==> config.mk <==
export PLATFORM = sky130hd
export DESIGN_NAME = c2c_master_burst
export DESIGN_NICKNAME = d
export VERILOG_FILES = /design/src/rtl/c2c_pkg.sv /design/src/rtl/c2c_delay_counter.sv /design/src/rtl/c2c_master_burst.sv
export SDC_FILE = /design/constraint.sdc
export NUM_CORES = 1
export LEC_CHECK = 0
export ABC_AREA = 1
export BUFFER_PORTS_ARGS = -buffer_cell sky130_fd_sc_hd__buf_4
export CAP_MARGIN = 15
export CORE_MARGIN = 1
export CORE_UTILIZATION = 45
export DETAILED_ROUTE_END_ITERATION = 6
export PLACE_DENSITY_LB_ADDON = 0.15
export SYNTH_ARGS = -nofsm -noshare
export SYNTH_HDL_FRONTEND = slang
export SYNTH_SLANG_ARGS = --single-unit
==> constraint.sdc <==
create_clock -name clk -period 1.8 [get_ports clk]
set_input_delay 0.27 -clock clk [delete_from_list [all_inputs] [get_ports clk]]
set_output_delay 0.27 -clock clk [all_outputs]
set_load 0.005 [all_outputs]
==> src/rtl/c2c_pkg.sv <==
`timescale 1ns/1ps
`default_nettype none
// ============================================================================
// Module      : c2c_pkg
// Description : Shared state encoding, default parameter values and helper
//               function for the chip-to-chip burst master.
// Revision    : 1.0 - initial release
// ============================================================================
package c2c_pkg;

    localparam int c_DEF_DATA_W         = 3;
    localparam int c_DEF_BURST_MAX      = 4;
    localparam int c_DEF_WAIT_CYCLES    = 100000000;
    localparam int c_DEF_TIMEOUT_CYCLES = 0;

    typedef enum logic [2:0] {
        ST_IDLE     = 3'd0,
        ST_WAIT_ACK = 3'd1,
        ST_WAIT_DLY = 3'd2,
        ST_SEND_HI  = 3'd3,
        ST_SEND_LO  = 3'd4
    } c2c_state_e;

    // Larger of two integers, used to size the shared delay/timeout counter.
    function automatic int c2c_max(input int a, input int b);
        return (a > b) ? a : b;
    endfunction

endpackage
`default_nettype wire

==> src/rtl/c2c_delay_counter.sv <==
`timescale 1ns/1ps
`default_nettype none
// ============================================================================
// Module      : c2c_delay_counter
// Description : Clearable up-counter with terminal-count compare. Counts
//               while enabled and holds once the terminal value is reached,
//               so it never wraps while a state lingers.
// Revision    : 1.0 - initial release
// ============================================================================
module c2c_delay_counter #(
    parameter int CNT_W = 8
) (
    input  logic             clk,
    input  logic             rst_n,
    input  logic             clear,
    input  logic             enable,
    input  logic [CNT_W-1:0] terminal,
    output logic             done
);

    logic [CNT_W-1:0] r_count;
    logic             w_at_term;

    assign w_at_term = (r_count == terminal);
    assign done      = w_at_term;

    // Count up while enabled; clear has priority and saturate at terminal.
    always_ff @(posedge clk) begin
        if (!rst_n) begin
            r_count <= '0;
        end else if (clear) begin
            r_count <= '0;
        end else if (enable && !w_at_term) begin
            r_count <= r_count + CNT_W'(1);
        end
    end

endmodule
`default_nettype wire

==> src/rtl/c2c_master_burst.sv <==
`timescale 1ns/1ps
`default_nettype none
// ============================================================================
// Module      : c2c_master_burst
// Description : Chip-to-chip burst master. Requests the slave, waits for ack,
//               signals a settle notice, then hands out up to BURST_MAX words
//               using a four-phase ack handshake (ack low consumes a word,
//               ack high re-arms). All outputs are registered.
// Revision    : 1.0 - initial release
// ============================================================================
module c2c_master_burst
    import c2c_pkg::*;
#(
    parameter int DATA_W         = c_DEF_DATA_W,
    parameter int BURST_MAX      = c_DEF_BURST_MAX,
    parameter int WAIT_CYCLES    = c_DEF_WAIT_CYCLES,
    parameter int TIMEOUT_CYCLES = c_DEF_TIMEOUT_CYCLES
) (
    input  logic                          clk,
    input  logic                          rst_n,
    input  logic                          request,
    input  logic                          ack,
    input  logic [$clog2(BURST_MAX+1)-1:0] burst_len,
    input  logic [DATA_W*BURST_MAX-1:0]   data_in,
    output logic                          request2s,
    output logic                          notice,
    output logic                          valid,
    output logic [DATA_W-1:0]             data,
    output logic                          busy,
    output logic                          done,
    output logic                          timeout_err
);

    localparam int c_CNT_W = $clog2(c2c_max(WAIT_CYCLES, TIMEOUT_CYCLES) + 1);
    localparam int c_LEN_W = $clog2(BURST_MAX + 1);
    localparam int c_IDX_W = (BURST_MAX > 1) ? $clog2(BURST_MAX) : 1;

    // Counter terminal values are "last count", i.e. cycles minus one.
    localparam logic [c_CNT_W-1:0] c_WAIT_LAST = c_CNT_W'(WAIT_CYCLES - 1);
    localparam logic [c_CNT_W-1:0] c_TMO_LAST  =
        c_CNT_W'((TIMEOUT_CYCLES > 0) ? (TIMEOUT_CYCLES - 1) : 0);
    localparam bit                 c_TMO_EN    = (TIMEOUT_CYCLES > 0);
    localparam logic [c_LEN_W-1:0] c_LEN_MAX   = c_LEN_W'(BURST_MAX);

    c2c_state_e                  r_state;
    c2c_state_e                  w_state_nxt;
    logic                        r_request2s, w_request2s_nxt;
    logic                        r_notice, w_notice_nxt;
    logic                        r_valid, w_valid_nxt;
    logic [DATA_W-1:0]           r_data, w_data_nxt;
    logic                        r_busy, w_busy_nxt;
    logic                        r_done, w_done_nxt;
    logic                        r_timeout_err, w_timeout_err_nxt;
    logic [c_IDX_W-1:0]          r_idx, w_idx_nxt, w_idx_inc;
    logic [c_IDX_W-1:0]          r_last_idx;
    logic [DATA_W*BURST_MAX-1:0] r_payload;
    logic                        w_load;

    logic [c_LEN_W-1:0]          w_len_clamped;
    logic [c_IDX_W-1:0]          w_last_idx_in;
    logic [DATA_W-1:0]           w_words [BURST_MAX];

    logic                        w_cnt_clear;
    logic                        w_cnt_enable;
    logic [c_CNT_W-1:0]          w_cnt_terminal;
    logic                        w_cnt_done;

    // Out-of-range lengths are clamped so a transfer always moves 1..BURST_MAX words.
    assign w_len_clamped = (burst_len == '0)       ? c_LEN_W'(1) :
                           (burst_len > c_LEN_MAX) ? c_LEN_MAX   : burst_len;
    assign w_last_idx_in = c_IDX_W'(w_len_clamped - c_LEN_W'(1));
    assign w_idx_inc     = r_idx + c_IDX_W'(1);

    for (genvar gi = 0; gi < BURST_MAX; gi++) begin : g_words
        assign w_words[gi] = r_payload[gi*DATA_W +: DATA_W];
    end

    // One counter serves both the ack timeout and the settle delay; it restarts
    // from zero whenever the state changes.
    assign w_cnt_clear    = (w_state_nxt != r_state);
    assign w_cnt_enable   = (r_state == ST_WAIT_ACK) || (r_state == ST_WAIT_DLY);
    assign w_cnt_terminal = (r_state == ST_WAIT_DLY) ? c_WAIT_LAST : c_TMO_LAST;

    c2c_delay_counter #(
        .CNT_W    (c_CNT_W)
    ) u_delay_counter (
        .clk      (clk),
        .rst_n    (rst_n),
        .clear    (w_cnt_clear),
        .enable   (w_cnt_enable),
        .terminal (w_cnt_terminal),
        .done     (w_cnt_done)
    );

    // Next-state and next-output decode; registered outputs hold by default.
    always_comb begin
        w_state_nxt       = r_state;
        w_request2s_nxt   = r_request2s;
        w_notice_nxt      = r_notice;
        w_valid_nxt       = r_valid;
        w_data_nxt        = r_data;
        w_done_nxt        = 1'b0;
        w_timeout_err_nxt = 1'b0;
        w_idx_nxt         = r_idx;
        w_load            = 1'b0;
        case (r_state)
            ST_IDLE: begin
                if (request) begin
                    w_state_nxt     = ST_WAIT_ACK;
                    w_request2s_nxt = 1'b1;
                    w_load          = 1'b1;
                end
            end
            ST_WAIT_ACK: begin
                if (ack) begin
                    w_state_nxt     = ST_WAIT_DLY;
                    w_request2s_nxt = 1'b0;
                    w_notice_nxt    = 1'b1;
                end else if (c_TMO_EN && w_cnt_done) begin
                    w_state_nxt       = ST_IDLE;
                    w_request2s_nxt   = 1'b0;
                    w_timeout_err_nxt = 1'b1;
                end
            end
            ST_WAIT_DLY: begin
                if (w_cnt_done) begin
                    w_state_nxt  = ST_SEND_LO;
                    w_notice_nxt = 1'b0;
                    w_valid_nxt  = 1'b1;
                    w_data_nxt   = w_words[0];
                    w_idx_nxt    = '0;
                end
            end
            ST_SEND_LO: begin
                // ack low means the slave has taken the current word.
                if (!ack) begin
                    if (r_idx == r_last_idx) begin
                        w_state_nxt = ST_IDLE;
                        w_valid_nxt = 1'b0;
                        w_data_nxt  = '0;
                        w_done_nxt  = 1'b1;
                    end else begin
                        w_state_nxt = ST_SEND_HI;
                        w_idx_nxt   = w_idx_inc;
                        w_data_nxt  = w_words[w_idx_inc];
                    end
                end
            end
            ST_SEND_HI: begin
                if (ack) begin
                    w_state_nxt = ST_SEND_LO;
                end
            end
            default: begin
                w_state_nxt     = ST_IDLE;
                w_request2s_nxt = 1'b0;
                w_notice_nxt    = 1'b0;
                w_valid_nxt     = 1'b0;
                w_data_nxt      = '0;
            end
        endcase
    end

    assign w_busy_nxt = (w_state_nxt != ST_IDLE);

    // State, output and payload registers with synchronous active-low reset.
    always_ff @(posedge clk) begin
        if (!rst_n) begin
            r_state       <= ST_IDLE;
            r_request2s   <= 1'b0;
            r_notice      <= 1'b0;
            r_valid       <= 1'b0;
            r_data        <= '0;
            r_busy        <= 1'b0;
            r_done        <= 1'b0;
            r_timeout_err <= 1'b0;
            r_idx         <= '0;
            r_last_idx    <= '0;
            r_payload     <= '0;
        end else begin
            r_state       <= w_state_nxt;
            r_request2s   <= w_request2s_nxt;
            r_notice      <= w_notice_nxt;
            r_valid       <= w_valid_nxt;
            r_data        <= w_data_nxt;
            r_busy        <= w_busy_nxt;
            r_done        <= w_done_nxt;
            r_timeout_err <= w_timeout_err_nxt;
            r_idx         <= w_idx_nxt;
            if (w_load) begin
                r_payload  <= data_in;
                r_last_idx <= w_last_idx_in;
            end
        end
    end

    assign request2s   = r_request2s;
    assign notice      = r_notice;
    assign valid       = r_valid;
    assign data        = r_data;
    assign busy        = r_busy;
    assign done        = r_done;
    assign timeout_err = r_timeout_err;

endmodule
`default_nettype wire

==> impl_metrics.prom <==
# TYPE chip_impl_metric gauge
chip_impl_metric{name="routed_wire_length_per_instance",unit="um"} 11.7
chip_impl_metric{name="detail_route.vias_per_cell",unit=""} 4.84
chip_impl_metric{name="postSynthAreaPerCell",unit="um2"} 6.09
chip_impl_metric{name="die_x",unit="um"} 89.5
chip_impl_info{name="yosysTopAreaCell",value="sky130_fd_sc_hd__dfxtp_1"} 1
chip_impl_metric{name="finish.instance_area",unit="um2"} 4030
chip_impl_metric{name="synth.ff_latch_count",unit=""} 54
chip_impl_metric{name="worstHoldPathCells",unit=""} 3
chip_impl_metric{name="final_layout_size_suffix_gt1_share",unit="%"} 17.8
chip_impl_metric{name="dieHeight",unit="um"} 89.5
chip_impl_metric{name="timing.final.ws_setup",unit="ns"} 0.103
chip_impl_metric{name="syn_area",unit="um2"} 3450
chip_impl_info{name="regToRegStartpoint",value="r_state[1]"} 1
chip_impl_metric{name="cp_data_required_time",unit="ns"} 2.05
chip_impl_metric{name="remaining_design_rule_violation_count",unit=""} 0
chip_impl_metric{name="drv.max_cap_violation_count",unit=""} 0
chip_impl_metric{name="worst_ir_drop_vdd",unit="uV"} 336
chip_impl_info{name="crit-reg2reg-capture",value="u_delay_counter.r_count[11]"} 1
chip_impl_metric{name="design.die.area",unit="um2"} 8020
chip_impl_metric{name="total_power",unit="mW"} 2.45
chip_impl_metric{name="fmax",unit="GHz"} 0.589
chip_impl_metric{name="grt_max_degree",unit=""} 28
chip_impl_metric{name="critical_path_arrival",unit="ns"} 1.95
chip_impl_metric{name="final_max_slew_viols",unit=""} 0
chip_impl_metric{name="placed_cell_area",unit="um2"} 3830
chip_impl_info{name="min_to",value="r_payload[3]"} 1
chip_impl_metric{name="area.growth.synth_to_final",unit="%"} 17.0
chip_impl_metric{name="reg2reg_slack",unit="ns"} 0.10
chip_impl_metric{name="clock_skew",unit="ns"} 0.00768
chip_impl_metric{name="yosysUniqueCellTypes",unit=""} 33
chip_impl_metric{name="path_clk_slew",unit="ns"} 0.11
chip_impl_metric{name="cts_inserted_buffers",unit=""} 5
chip_impl_metric{name="insertion_delay",unit="ns"} 0.31
chip_impl_metric{name="buffer_ports.inserted",unit=""} 26
chip_impl_info{name="cp-end-kind",value="register"} 1
chip_impl_metric{name="timing.critical_path.fanout_max",unit=""} 15
chip_impl_metric{name="ys_seq_area_share",unit="%"} 31.3
chip_impl_metric{name="number_of_antenna_violations_at_the_first_check_in_global_routing",unit=""} 0
chip_impl_info{name="timing.setup.critical_path_class",value="register to register"} 1
chip_impl_metric{name="worst_r2r_path_depth",unit=""} 11
chip_impl_metric{name="starting_density",unit="%"} 47.0
chip_impl_info{name="hold_path.startpoint",value="data_in[3]"} 1
chip_impl_metric{name="floorplan.io_pins",unit=""} 28
chip_impl_metric{name="routabilityCongestion",unit=""} 0.899
chip_impl_metric{name="synth_top_area_share",unit="%"} 31.3
chip_impl_metric{name="static_power_due_to_leakage",unit="nW"} 1.80
chip_impl_metric{name="yosysWarningCount",unit=""} 0
chip_impl_metric{name="grt_pass1_vias",unit=""} 3208
chip_impl_metric{name="time_the_final_worst_path_needs_with_i_o_delays_and_setup",unit="ns"} 1.70
chip_impl_metric{name="n_antenna_cell",unit=""} 0
chip_impl_metric{name="final_nets",unit=""} 630
chip_impl_metric{name="p_per_area",unit="nW/um2"} 607
chip_impl_metric{name="synthCells",unit=""} 566
chip_impl_metric{name="number_of_hold_slack_violations_in_the_final_timing_report",unit=""} 0
chip_impl_metric{name="drt_wl_total",unit="um"} 8330
chip_impl_info{name="tritoncts_clock_tree",value="built"} 1
chip_impl_metric{name="overall_track_demand_over_capacity_in_global_routing",unit="%"} 22.6
chip_impl_metric{name="overall_via_count_from_detail_route",unit=""} 3435
chip_impl_info{name="yosys-top-cells-area",value="sky130_fd_sc_hd__dfxtp_1, sky130_fd_sc_hd__nand2_1, sky130_fd_sc_hd__nor2_1"} 1
chip_impl_metric{name="cts_sinks",unit=""} 54
chip_impl_metric{name="floorplan.core_area",unit="um2"} 7330
chip_impl_info{name="clock_tree.root_cell",value="sky130_fd_sc_hd__clkbuf_8"} 1
chip_impl_metric{name="antenna_left",unit=""} 0
chip_impl_metric{name="htree_levels",unit=""} 2
chip_impl_info{name="critical_path.startpoint_type",value="register"} 1
chip_impl_metric{name="gr-total-overflow",unit=""} 0
chip_impl_metric{name="finalCritPeriodShare",unit="%"} 94.3
chip_impl_metric{name="std_cell_rows",unit=""} 31
chip_impl_info{name="run_status",value="finished, final reports clean"} 1
chip_impl_metric{name="detailed_router_iteration_count_before_antenna_repair",unit=""} 4
chip_impl_metric{name="post-dp-hpwl",unit="um"} 6130
chip_impl_metric{name="synth.net_count",unit=""} 586
chip_impl_metric{name="pre_cts_slack",unit="ns"} 0.0780
chip_impl_metric{name="grt_pass1_wl",unit="um"} 14200
chip_impl_metric{name="clock_path_buffers",unit=""} 2
chip_impl_metric{name="detail_route.iter0.violations",unit=""} 185
chip_impl_info{name="hold_path.class",value="input pin to register"} 1
chip_impl_info{name="setup.worst_path.start",value="r_state[1]"} 1
chip_impl_metric{name="finalSetupViolCount",unit=""} 0
chip_impl_metric{name="final.hold.worst_slack",unit="ns"} 0.172
timing repair:
action | CTS | global route
endpoints found under the setup margin | 0 | 32
hold buffers | 0 | 0
gates resized for setup | 0 | 23
buffers inserted | 0 | 7
registers in the layout, summed over array words and instances, names as in the netlist, 2 cells and up:
| signal | count |
|---|---|
| data | 3 |
| u_delay_counter.r_count | 27 |
| r_idx | 2 |
| r_payload | 12 |
| r_state | 3 |
| r_last_idx | 2 |
layout make-up:
type / count / area, um2
Multi-Input combinational cell: 429 / 2030
Clock buffer: 5 / 68.8
Timing Repair Buffer: 53 / 439
Inverter: 67 / 254
Sequential cell: 54 / 1100
Fill cell: 758 / 3300
Tap cell: 99 / 124
Clock inverter: 3 / 21.3
per-layer routing:
metal | track usage (%) | up-vias | part of all wire (%)
met4 | 8.51 | 0 | 2.0
li1 | - | 1841 | -
met5 | 0 | - | 0
met3 | 3.42 | 12 | 3.2
met2 | 39.9 | 67 | 48
met1 | 27.6 | 1515 | 47
power breakdown:
part | internal (mW) | switching, mW
clock | 0.275 | 0.430
combinational | 0.185 | 0.284
sequential | 1.25 | 0.0280
total | 1.71 | 0.742
critical path, cell delays in order, from the launching register on:
cell and delay (ns):
sky130_fd_sc_hd__dfxtp_2 0.35, sky130_fd_sc_hd__buf_4 0.17, sky130_fd_sc_hd__nor2_4 0.12, sky130_fd_sc_hd__inv_2 0.07, sky130_fd_sc_hd__nor2_4 0.14, sky130_fd_sc_hd__nand3_2 0.10
sky130_fd_sc_hd__nand3_1 0.08, sky130_fd_sc_hd__nand3_1 0.10, sky130_fd_sc_hd__nor2_2 0.17, sky130_fd_sc_hd__nand2_4 0.08, sky130_fd_sc_hd__buf_12 0.16, sky130_fd_sc_hd__nor2_1 0.10
placed cells by master (no fill, tap or decap), types with 3 or more instances in the layout:
master                     instances
sky130_fd_sc_hd__nand2_2           3
sky130_fd_sc_hd__nand3b_1          7
sky130_fd_sc_hd__xor2_1           12
sky130_fd_sc_hd__nor2_1           94
sky130_fd_sc_hd__dfxtp_2           6
sky130_fd_sc_hd__xnor2_1           3
sky130_fd_sc_hd__buf_4            49
sky130_fd_sc_hd__o211ai_1          3
sky130_fd_sc_hd__a21oi_1          20
sky130_fd_sc_hd__nor2_2           17
sky130_fd_sc_hd__nor2_4            5
sky130_fd_sc_hd__dfxtp_1          46
sky130_fd_sc_hd__nand3_1          49
sky130_fd_sc_hd__inv_2             5
sky130_fd_sc_hd__buf_12            3
sky130_fd_sc_hd__inv_1            61
sky130_fd_sc_hd__o21ai_0          18
sky130_fd_sc_hd__nand2_1         179
sky130_fd_sc_hd__clkbuf_8          5
stage by stage:
step	util [%]	std cells	setup TNS [ns]
global route	55.0	710	-0.0414
detailed placement	52.3	695	0
global placement	52.3	695	0
CTS	53.5	703	0
finish	55.0	710	0
floorplan	-	566	0
cell usage after synthesis (all sizes together):
cell type,count
nand2,185
nor2,116
inv,67
dfxtp,54
nand3,53
a21oi,21
o21ai,20
buf,13
xor2,12
nand3b,7
clkbuf,3
o211ai,3
xnor2,3
a211oi,2
a31oi,1
conb,1
ha,1
nand4,1
nor3,1
nor4,1
o31ai,1
worst max-delay path by stage:
stage                     cells after the start                           to  slack (ns)
after floorplan                              10  u_delay_counter.r_count[10]        0.18
after global placement                       10  u_delay_counter.r_count[10]        0.14
after detailed placement                     11  u_delay_counter.r_count[15]        0.08
after CTS                                    10  u_delay_counter.r_count[10]        0.04
after global routing                          9  u_delay_counter.r_count[13]      -0.009
final                                        11  u_delay_counter.r_count[11]        0.10
cell families after synthesis:
kind of cell	synth area share, %
AND/OR/NAND/NOR	45.8
buffers and inverters	10.9
flip-flops	31.3
XOR/XNOR	3.81
other	0.109
adder cells (fa/ha/maj)	0.363
AO/OA/AOI/OAI	7.66
Power figures use the tool's default switching activity.
